### config.mk
export PLATFORM = sky130hd
export DESIGN_NAME = branch_predictor
export DESIGN_NICKNAME = d
export VERILOG_FILES = /design/src/rtl/cpu_types_pkg.sv /design/src/rtl/sat_counter.sv /design/src/rtl/branch_predictor.sv
export SDC_FILE = /design/constraint.sdc
export NUM_CORES = 2
export LEC_CHECK = 0
export BUFFER_PORTS_ARGS = -buffer_cell sky130_fd_sc_hd__buf_2
export CAP_MARGIN = 40
export CORE_MARGIN = 2
export CORE_UTILIZATION = 40
export DETAILED_ROUTE_END_ITERATION = 10
export PLACE_DENSITY = 0.61
export REMOVE_ABC_BUFFERS = 1
export SLEW_MARGIN = 20
export SYNTH_ARGS = -nofsm -noshare
export SYNTH_HDL_FRONTEND = slang
export SYNTH_HIERARCHICAL = 1
export SYNTH_SLANG_ARGS = --single-unit
### constraint.sdc
create_clock -name CLK -period 5.56 [get_ports CLK]
set_input_delay 0.278 -clock CLK [delete_from_list [all_inputs] [get_ports CLK]]
set_output_delay 0.278 -clock CLK [all_outputs]
set_load 0.005 [all_outputs]
### src/rtl/cpu_types_pkg.sv
// rtl/cpu_types_pkg.sv - shared CPU types and defaults for the branch predictor
package cpu_types_pkg;

    // Default branch predictor geometry
    localparam int BP_ENTRIES_DEF = 16;
    localparam int BP_CTR_W_DEF   = 2;
    localparam int BP_ADDR_W_DEF  = 32;
    localparam int BP_IDX_W_DEF   = $clog2(BP_ENTRIES_DEF);
    localparam int BP_TAG_W_DEF   = BP_ADDR_W_DEF - BP_IDX_W_DEF - 2;

    // One BTB entry at the default geometry
    typedef struct packed {
        logic                     valid;
        logic [BP_TAG_W_DEF-1:0]  tag;
        logic [BP_ADDR_W_DEF-1:0] target;
        logic [BP_CTR_W_DEF-1:0]  ctr;
    } bp_entry_t;

    // Counter value written on allocation: weakly taken (MSB set, rest clear)
    function automatic int bp_weak_taken(input int ctr_w);
        return 1 << (ctr_w - 1);
    endfunction

endpackage

### src/rtl/sat_counter.sv
// rtl/sat_counter.sv - saturating up/down direction counter with load
module sat_counter #(
    parameter int CTR_W = 2
) (
    input  logic             CLK,
    input  logic             nRST,
    input  logic             inc,
    input  logic             dec,
    input  logic             load,
    input  logic [CTR_W-1:0] load_val,
    output logic [CTR_W-1:0] q
);

    localparam logic [CTR_W-1:0] CTR_MAX = '1;
    localparam logic [CTR_W-1:0] CTR_MIN = '0;

    // Load takes priority; inc/dec stop at the rails instead of wrapping
    always_ff @(posedge CLK or negedge nRST) begin
        if (!nRST) begin
            q <= '0;
        end else if (load) begin
            q <= load_val;
        end else if (inc && (q != CTR_MAX)) begin
            q <= q + CTR_W'(1);
        end else if (dec && (q != CTR_MIN)) begin
            q <= q - CTR_W'(1);
        end
    end

endmodule

### src/rtl/branch_predictor.sv
// rtl/branch_predictor.sv - direct-mapped BTB with saturating direction counters
module branch_predictor
    import cpu_types_pkg::*;
#(
    parameter int ENTRIES = BP_ENTRIES_DEF,
    parameter int CTR_W   = BP_CTR_W_DEF,
    parameter int ADDR_W  = BP_ADDR_W_DEF
) (
    input  logic              CLK,
    input  logic              nRST,
    input  logic [ADDR_W-1:0] lk_pc,
    output logic              lk_hit,
    output logic              lk_taken,
    output logic [ADDR_W-1:0] lk_next_pc,
    input  logic              upd_en,
    input  logic [ADDR_W-1:0] upd_pc,
    input  logic              upd_pred_taken,
    input  logic [ADDR_W-1:0] upd_pred_target,
    input  logic              upd_taken,
    input  logic [ADDR_W-1:0] upd_target,
    output logic              mispredict,
    output logic [ADDR_W-1:0] correct_pc,
    input  logic              inv_all,
    output logic [31:0]       mispred_cnt,
    output logic [31:0]       update_cnt
);

    localparam int IDX_W = $clog2(ENTRIES);
    localparam int TAG_W = ADDR_W - IDX_W - 2;
    localparam logic [CTR_W-1:0] CTR_WEAK = CTR_W'(bp_weak_taken(CTR_W));

    logic              valid_q [ENTRIES];
    logic [TAG_W-1:0]  tag_q   [ENTRIES];
    logic [ADDR_W-1:0] tgt_q   [ENTRIES];
    logic [CTR_W-1:0]  ctr_q   [ENTRIES];

    logic [IDX_W-1:0]  lk_idx;
    logic [TAG_W-1:0]  lk_tag;
    logic [IDX_W-1:0]  upd_idx;
    logic [TAG_W-1:0]  upd_tag;
    logic              upd_hit;
    logic              upd_we;

    // Word-aligned PCs: the two low bits never participate in index or tag
    wire unused_pc_lsbs = ^{lk_pc[1:0], upd_pc[1:0]};

    assign lk_idx  = lk_pc[IDX_W+1:2];
    assign lk_tag  = lk_pc[ADDR_W-1:IDX_W+2];
    assign upd_idx = upd_pc[IDX_W+1:2];
    assign upd_tag = upd_pc[ADDR_W-1:IDX_W+2];

    // Lookup reads registered state only, so a same-cycle update is not bypassed
    always_comb begin
        lk_hit     = valid_q[lk_idx] && (tag_q[lk_idx] == lk_tag);
        lk_taken   = lk_hit && ctr_q[lk_idx][CTR_W-1];
        lk_next_pc = lk_taken ? tgt_q[lk_idx] : (lk_pc + ADDR_W'(4));
    end

    // Resolution check: direction wrong, or taken with the wrong target
    always_comb begin
        mispredict = upd_en && ((upd_pred_taken != upd_taken) ||
                                (upd_taken && (upd_pred_target != upd_target)));
        correct_pc = upd_taken ? upd_target : (upd_pc + ADDR_W'(4));
    end

    assign upd_hit = valid_q[upd_idx] && (tag_q[upd_idx] == upd_tag);
    // inv_all suppresses every table write in its cycle
    assign upd_we  = upd_en && !inv_all;

    // Valid/tag/target storage; a taken update either refreshes the hit entry or
    // allocates over whatever aliases this index, and both write the same fields
    always_ff @(posedge CLK or negedge nRST) begin
        if (!nRST) begin
            for (int i = 0; i < ENTRIES; i++) begin
                valid_q[i] <= 1'b0;
                tag_q[i]   <= '0;
                tgt_q[i]   <= '0;
            end
        end else if (inv_all) begin
            for (int i = 0; i < ENTRIES; i++) begin
                valid_q[i] <= 1'b0;
            end
        end else if (upd_en && upd_taken) begin
            valid_q[upd_idx] <= 1'b1;
            tag_q[upd_idx]   <= upd_tag;
            tgt_q[upd_idx]   <= upd_target;
        end
    end

    // One direction counter per entry; only the addressed one moves
    for (genvar g = 0; g < ENTRIES; g++) begin : g_ctr
        logic sel;
        assign sel = upd_we && (upd_idx == IDX_W'(g));

        sat_counter #(
            .CTR_W (CTR_W)
        ) u_ctr (
            .CLK      (CLK),
            .nRST     (nRST),
            .inc      (sel && upd_hit && upd_taken),
            .dec      (sel && upd_hit && !upd_taken),
            .load     (sel && !upd_hit && upd_taken),
            .load_val (CTR_WEAK),
            .q        (ctr_q[g])
        );
    end

    // Statistics count every upd_en pulse, including ones that collide with inv_all
    always_ff @(posedge CLK or negedge nRST) begin
        if (!nRST) begin
            update_cnt  <= '0;
            mispred_cnt <= '0;
        end else if (upd_en) begin
            update_cnt <= update_cnt + 32'd1;
            if (mispredict) begin
                mispred_cnt <= mispred_cnt + 32'd1;
            end
        end
    end

endmodule

# [Yosys cells after proc, flatten, opt, wreduce, memory -nomap -nowiden]
# Index checks and enable logic that the tools add are counted.
# W data, S select, Z words.
[word_totals] n_memories=0 reg_bits=1040 wordCells=398 mem_bits_rw=0 out_inout_bits=131 rom_bits=0 input_bits=134 latchBits=0
[classes] bitwise=4 n_mul=0 n_shift=0 n_reduce_logical=176 n_eq_ne=35 div_mod_pow=0 n_lt_le_gt_ge=3 n_mux=78 n_addsub=36
[op_table] operator="$bwmux W512" count=1
[op_table] operator="$bwmux W416" count=1
[op_table] operator="$bmux W26 S4" count=2
[op_table] operator="$mux W32" count=5
[op_table] operator="$logic_and A1 B1 Y1" count=136
[op_table] operator="$mux W26" count=5
[op_table] operator="$bmux W32 S4" count=1
[op_table] operator="$demux W32 S4" count=1
[op_table] operator="$demux W26 S4" count=1
[op_table] operator="$mux W2" count=50
[op_table] operator="$add A32 B1 Y32 const B" count=2
[op_table] operator="$add A32 B3 Y32 const B" count=2
[op_table] operator="$eq A26 B26 Y1" count=2
[op_table] operator="$reduce_bool A3 Y1" count=16
[op_table] operator="$reduce_bool A2 Y1" count=17
[op_table] operator="$add A2 B1 Y2 const B" count=16
[op_table] operator="$eq A4 B4 Y1 const B" count=8
[op_table] operator="$mux W16" count=2
[op_table] operator="$ne A2 B2 Y1 const B" count=16
[op_table] operator="$ne A32 B32 Y1" count=1
[op_table] operator="$sub A2 B1 Y2 const B" count=16
[op_table] operator="$eq A4 B3 Y1 const B" count=4
[op_table] operator="$or A16 B16 Y16" count=1
[op_table] operator="$ge A5 B5 Y1 const B" count=2
[op_table] operator="other kinds (14)" count=24

# [Logic depth before layout (Yosys ltp)]
[logic_depth] depth_word=12 ltp_mapped=17 ltp_nobuf=11

# [Hierarchy]
# Netlist, hierarchy kept.
[modules_own_cells] mod="branch_predictor" instances=1 cells_per_inst=5435 seq_area_each_um2=25224.2 area_each_um2=52693.0
[modules_own_cells] mod="sat_counter" instances=16 cells_per_inst=12 seq_area_each_um2=50.0 area_each_um2=117.6

# [Worst setup path before layout]
# No wires, ideal clock.
[synth_path] kind="input-to-reg" from="input port upd_pc[2]" to="register g_ctr[15].u_ctr.q[0]" t_required_ns=5.439 slack_ns=1.670 setup_ns=0.121 cell_stages=17 arrival_ns=3.769 path_buffers=6 cell_sequence="buf_2 > buf_6 > buf_2 > buf_2 > mux4_2 > mux2i_1 > xnor2_1 > nand2_1 > a21oi_1 > nand3_1 > or4_1 > buf_2 > buf_6 > nor3_1 > nor2b_1 > o21ai_1 > a22o_1"
[synth_between] elab_chain_cells=11 elab_cells_between_ends=22 classes_between="eq/ne (2); mux (8); bitwise (1); reduce/logical (11)"
[synth_lines] element="start: declaration" line_no="branch_predictor.sv:16" rtl="input logic [ADDR_W-1:0] upd_pc,"
[synth_lines] element="$not A4 Y5 (not written as such)" line_no="branch_predictor.sv:66" rtl="assign upd_hit = valid_q[upd_idx] && (tag_q[upd_idx] == upd_tag);"
[synth_lines] element="$bmux W26 S4" line_no="branch_predictor.sv:66"
[synth_lines] element="$mux W26 (not written as such) (2 in a row)" line_no="branch_predictor.sv:66"
[synth_lines] element="$eq A26 B26 Y1" line_no="branch_predictor.sv:66"
[synth_lines] element="$logic_and A1 B1 Y1" line_no="branch_predictor.sv:66"
[synth_lines] element="$logic_and A1 B1 Y1" line_no="branch_predictor.sv:100, branch_predictor.sv:101"
[synth_lines] element="$logic_and A1 B1 Y1" line_no="branch_predictor.sv:100" rtl=".inc (sel && upd_hit && upd_taken),"
[synth_lines] element="$logic_and A1 B1 Y1" line_no="sat_counter.sv:23" rtl="end else if (inc && (q != CTR_MAX)) begin"
[synth_lines] element="$mux W2" line_no="sat_counter.sv:23"
[synth_lines] element="$mux W2" line_no="sat_counter.sv:21" rtl="end else if (load) begin"
[synth_lines] element="end signal: assignment" line_no="sat_counter.sv:22" rtl="q <= load_val;"
[synth_lines] element="end signal: assignment" line_no="sat_counter.sv:24" rtl="q <= q + CTR_W'(1);"
[synth_lines] element="end signal: assignment" line_no="sat_counter.sv:26" rtl="q <= q - CTR_W'(1);"
[synth_lines] element="end: declaration" line_no="sat_counter.sv:11" rtl="output logic [CTR_W-1:0] q"
# Several ways; a longest one is shown, not always the timed one. The select of a mux whose other input is x is not followed.
# A chain may end at the register's enable or synchronous reset.

# [Final worst setup path]
[layout_path] from="register tag_q[366] (netlist name)" to="output port lk_next_pc[22]"
[layout_between] elab_chain_cells=7
[layout_lines] element="start: declaration" line_no="branch_predictor.sv:33" rtl="logic [TAG_W-1:0] tag_q [ENTRIES];"
[layout_lines] element="start signal: indexed assignment" line_no="branch_predictor.sv:85" rtl="tag_q[upd_idx] <= upd_tag;"
[layout_lines] element="$bmux W26 S4" line_no="branch_predictor.sv:54" rtl="lk_hit = valid_q[lk_idx] && (tag_q[lk_idx] == lk_tag);"
[layout_lines] element="$mux W26 (not written as such) (2 in a row)" line_no="branch_predictor.sv:54"
[layout_lines] element="$eq A26 B26 Y1" line_no="branch_predictor.sv:54"
[layout_lines] element="$logic_and A1 B1 Y1" line_no="branch_predictor.sv:54"
[layout_lines] element="$logic_and A1 B1 Y1" line_no="branch_predictor.sv:55" rtl="lk_taken = lk_hit && ctr_q[lk_idx][CTR_W-1];"
[layout_lines] element="$mux W32" line_no="branch_predictor.sv:56" rtl="lk_next_pc = lk_taken ? tgt_q[lk_idx] : (lk_pc + ADDR_W'(4));"
[layout_lines] element="end: declaration" line_no="branch_predictor.sv:14" rtl="output logic [ADDR_W-1:0] lk_next_pc,"
# No other way between the ends. The select of a mux whose other input is x is not followed.

==> impl_results.md <==
- DRT iter0 DRCs: between 6k and 7k
- Setup TNS: 0 ps
- CP Max Fanout: 28
- Crit path max-delay cell type: or4b_4
- WP data required: between 5000 and 6000 ps
- Clock Skews: 126 ps
- Seq. cell area: about 0.026 mm²
- Relative slew slack: 33.7%
- Vias in the first global route: 43.9k
- GRT Total Usage: 29.9%
- Layout cells sized above 1: 18.9%
- Avg Synthesized Cell Area: 9.70 µm²
- RSZ-0062 raised after global routing: false
- Clk Latency, worst-skew pair: slightly above 800 ps
- EDFF count, synth: 0
- Worst slew pin tran: between 900 and 1000 ps
- Number of hold buffers added after CTS: 60
- WL final: 211 mm
- Maxcap violations: 0
- Worst Path Arrival: between 4000 and 5000 ps
- Comb pwr share: 15.8%
- Instance count of the mapped netlist: 5627
- CTS tree: done
- Synthesized flop and latch total: 1040
- Critical path type: reg2out
- Root buffer cell: clkbuf_16
- Synth unique cells: 68
- CTS buffer count: 114
- Hpwl dp: ~130 mm
- CTS resizes: 0
- Die Ht: between 300 and 400 µm
- I/O pin count: 265
- Final ANT Viol Nets: 0
- RR Endpoint: g_ctr[9].u_ctr/q[1]
- GPL Wtd Cong: 1.05
- Initial antenna violation count: 22
- Main flop type after synthesis: dfrtp_1
- Pins Over Slew Limit: 0
- Filler cells: ~13k
- Global routing's busiest layer: met2
- Final hold violation count: 0
- Pin count of the biggest net entering global routing: between 150 and 200
- Worst path max stage delay: 690 ps
- Outcome: completed
- Leakage: 0.0312 µW
- Htree depth: 3
- Peak supply drop: 274 µV
- Met2 Track Usage GR: 44.1%
- Seq pwr share: 44.5%
- Pre-CTS setup slack: 693 ps
- Hold Crit Class: in2reg
- Internal power: about 15000 µW
- HP Start: upd_pc[12]
- Pwr/cell area: 329 mW/mm²
- Setup Fix Bufs, Post-CTS: 0
- Clock-pin slew on the worst setup and hold paths: approximately 60 ps
- Worst reg2reg path depth: 11
- Endpoints failing setup: 0
- Final WS setup: 652 ps
- Starting Density: 40.3%
- Via Count: approximately 45k
- Core footprint: 0.135 mm²
- WHS: around 75 ps
- Fin crit share: 88.3%
- Worst hold path endpoint: tag_q[6]
- Layout area overhead: 15.0%
- Rows: 135
- Nets: 5939
- CP cell instances: mux4_1 > a22o_1 > a221oi_2 > xnor2_1 > nand2b_1 > or4b_1 > or4b_4 > buf_16 > mux2_4 > buf_2
- Clk buf depth: 3
- Remaining DRCs: 0
- CTS Sinks: 1040
- Syn Std Cell Area: 0.0546 mm²
- Worst Setup Start Kind: flip-flop
- Multi-input logic area: between 0.02 and 0.03 mm²
- Setup crit end kind: output pin
- Reg-to-Reg Start: tag_q[89]
- Register area share after synthesis: 47.7%
- Worst hold path depth: 2
- IO Port Bufs: 264
- Async S/R FF share, synth: 100%
- Sw Share: around 29%
- Clk pwr share: 39.7%
- Drt first pass iters: 8
- Synth warn: 6
- DIE WIDTH: 373 µm
- First-pass GRT wire length: 308 mm
- Remaining global-route overflow: 0
- Minimum clock period after layout: 4910 ps
- Vias/cell: 5.90
- Grt met1 use: 41.5%
- WL per Instance: 27.4 µm
- Met3 Use GR: 7.88%
- Psw: around 5900 µW
- Flop2flop setup slack: ~830 ps
- Die Area: approximately 0.14 mm²
- Max Clk Rate: 0.204 GHz
==> critical path: cells and delay by family (launching register included) <==
family | cells | cell delay (ps)
flip-flops | 1 | 400
AND/OR/NAND/NOR | 3 | 1420
AO/OA/AOI/OAI | 2 | 420
buffers and inverters | 2 | 350
multiplexers | 2 | 890
XOR/XNOR | 1 | 210
==> worst max path at each step <==
stage	startpoint	to	slack, ps
after floorplan	upd_pc[2]	g_ctr[15].u_ctr/q[0]	1510
after global placement	upd_pc[2]	g_ctr[9].u_ctr/q[1]	780
after detailed placement	upd_pc[2]	g_ctr[9].u_ctr/q[1]	690
after CTS	tag_q[366]	lk_next_pc[22]	590
after global routing	tag_q[366]	lk_next_pc[22]	590
final	tag_q[366]	lk_next_pc[22]	650
==> cells in the final DEF, fill, tap and decap left out, types with 25 or more instances in the layout <==
cell | netlist | layout
a21oi_1 | 27 | 27
a22o_1 | 26 | 26
a22oi_1 | 28 | 28
and2_1 | 29 | 29
buf_12 | 6 | 27
buf_2 | 47 | 265
buf_4 | 13 | 101
clkbuf_16 | 0 | 115
clkbuf_8 | 0 | 30
conb_1 | 2 | 32
dfrtp_1 | 1040 | 1040
dlygate4sd3_1 | 0 | 60
inv_1 | 43 | 43
mux2_2 | 82 | 82
mux2_4 | 27 | 27
mux2i_1 | 127 | 127
mux4_2 | 335 | 335
nand2_1 | 2605 | 2590
nand2b_1 | 26 | 26
nand3_1 | 55 | 55
nand4_1 | 30 | 30
nor2_1 | 127 | 111
nor2b_1 | 25 | 25
o21ai_0 | 129 | 129
xnor2_1 | 111 | 111
xor2_1 | 73 | 73
==> synthesized netlist by cell type (28+ instances only) <==
library cell     n  area share, %
a22oi_1         28           0.39
and2_1          29           0.33
buf_1           29           0.20
buf_2           47           0.43
clkbuf_1       335            2.3
dfrtp_1       1040             48
inv_1           43           0.30
mux2_2          82            1.7
mux2i_1        127            2.3
mux4_2         335             14
nand2_1       2605             18
nand3_1         55           0.50
nand4_1         30           0.34
nor2_1         127           0.87
o21ai_0        129            1.2
xnor2_1        111            1.8
xor2_1          73            1.2
==> metal layers <==
layer  vias up  wire (µm)  share of wire [%]
met1     22916      84200                 40
li1      19014          -                  -
met3       523      24700                 12
met5         -        150              0.071
met4        22       9810                4.7
met2      2816      91800                 44
==> registers in the layout, summed over array words and instances, names as in the netlist <==
signal / flops
mispred_cnt: 32
g_ctr.u_ctr/q: 32
tgt_q: 512
update_cnt: 32
tag_q: 416
valid_q: 16
==> cell families (layout without fill, tap and decap cells) <==
family / after synthesis / count (layout) / synth area share [%]
simple gates: 2997 / 2997 / 21.8
flops: 1040 / 1040 / 47.7
buf+inv: 486 / 725 / 3.86
other cells: 2 / 37 / 0.0138
compound gates: 320 / 320 / 4.02
xor+xnor: 184 / 184 / 2.95
fa+ha+maj: 7 / 7 / 0.160
mux: 591 / 591 / 19.6
==> cell type report <==
type | instances | share of cell area (%)
flip-flops and latches | 1040 | 41.5
clock inverters | 49 | 1.11
clock buffers | 165 | 5.35
repair buffers | 465 | 5.56
multi-input cells | 4131 | 42.7
well taps | 1781 | 3.55
diodes | 5 | 0.0199
inverters | 46 | 0.275
==> power by group through the flow <==
| stage | Clock (µW) | Sequential, µW | Combinational (µW) |
|---|---|---|---|
| 2_1_floorplan | 0 | 9060 | 1850 |
| 3_3_place_gp | 0 | 9250 | 3090 |
| 3_5_place_dp | 0 | 9280 | 3180 |
| 4_1_cts | 8280 | 9160 | 3230 |
| 5_1_grt | 8620 | 9280 | 3540 |
| 6_report | 8200 | 9190 | 3270 |
==> through the flow <==
stage               power, µW  utilization, %  std cells  instance area [µm²]
floorplan               10900               -       5217                52800
global placement        12300            42.6       7369                57700
detailed placement      12500            42.8       7394                58000
CTS                     20700            46.2       7668                62600
global route            21400            46.3       7678                62800
finish                  20700            46.3       7682                62800
Note: power is estimated with default switching activity, not from simulation.
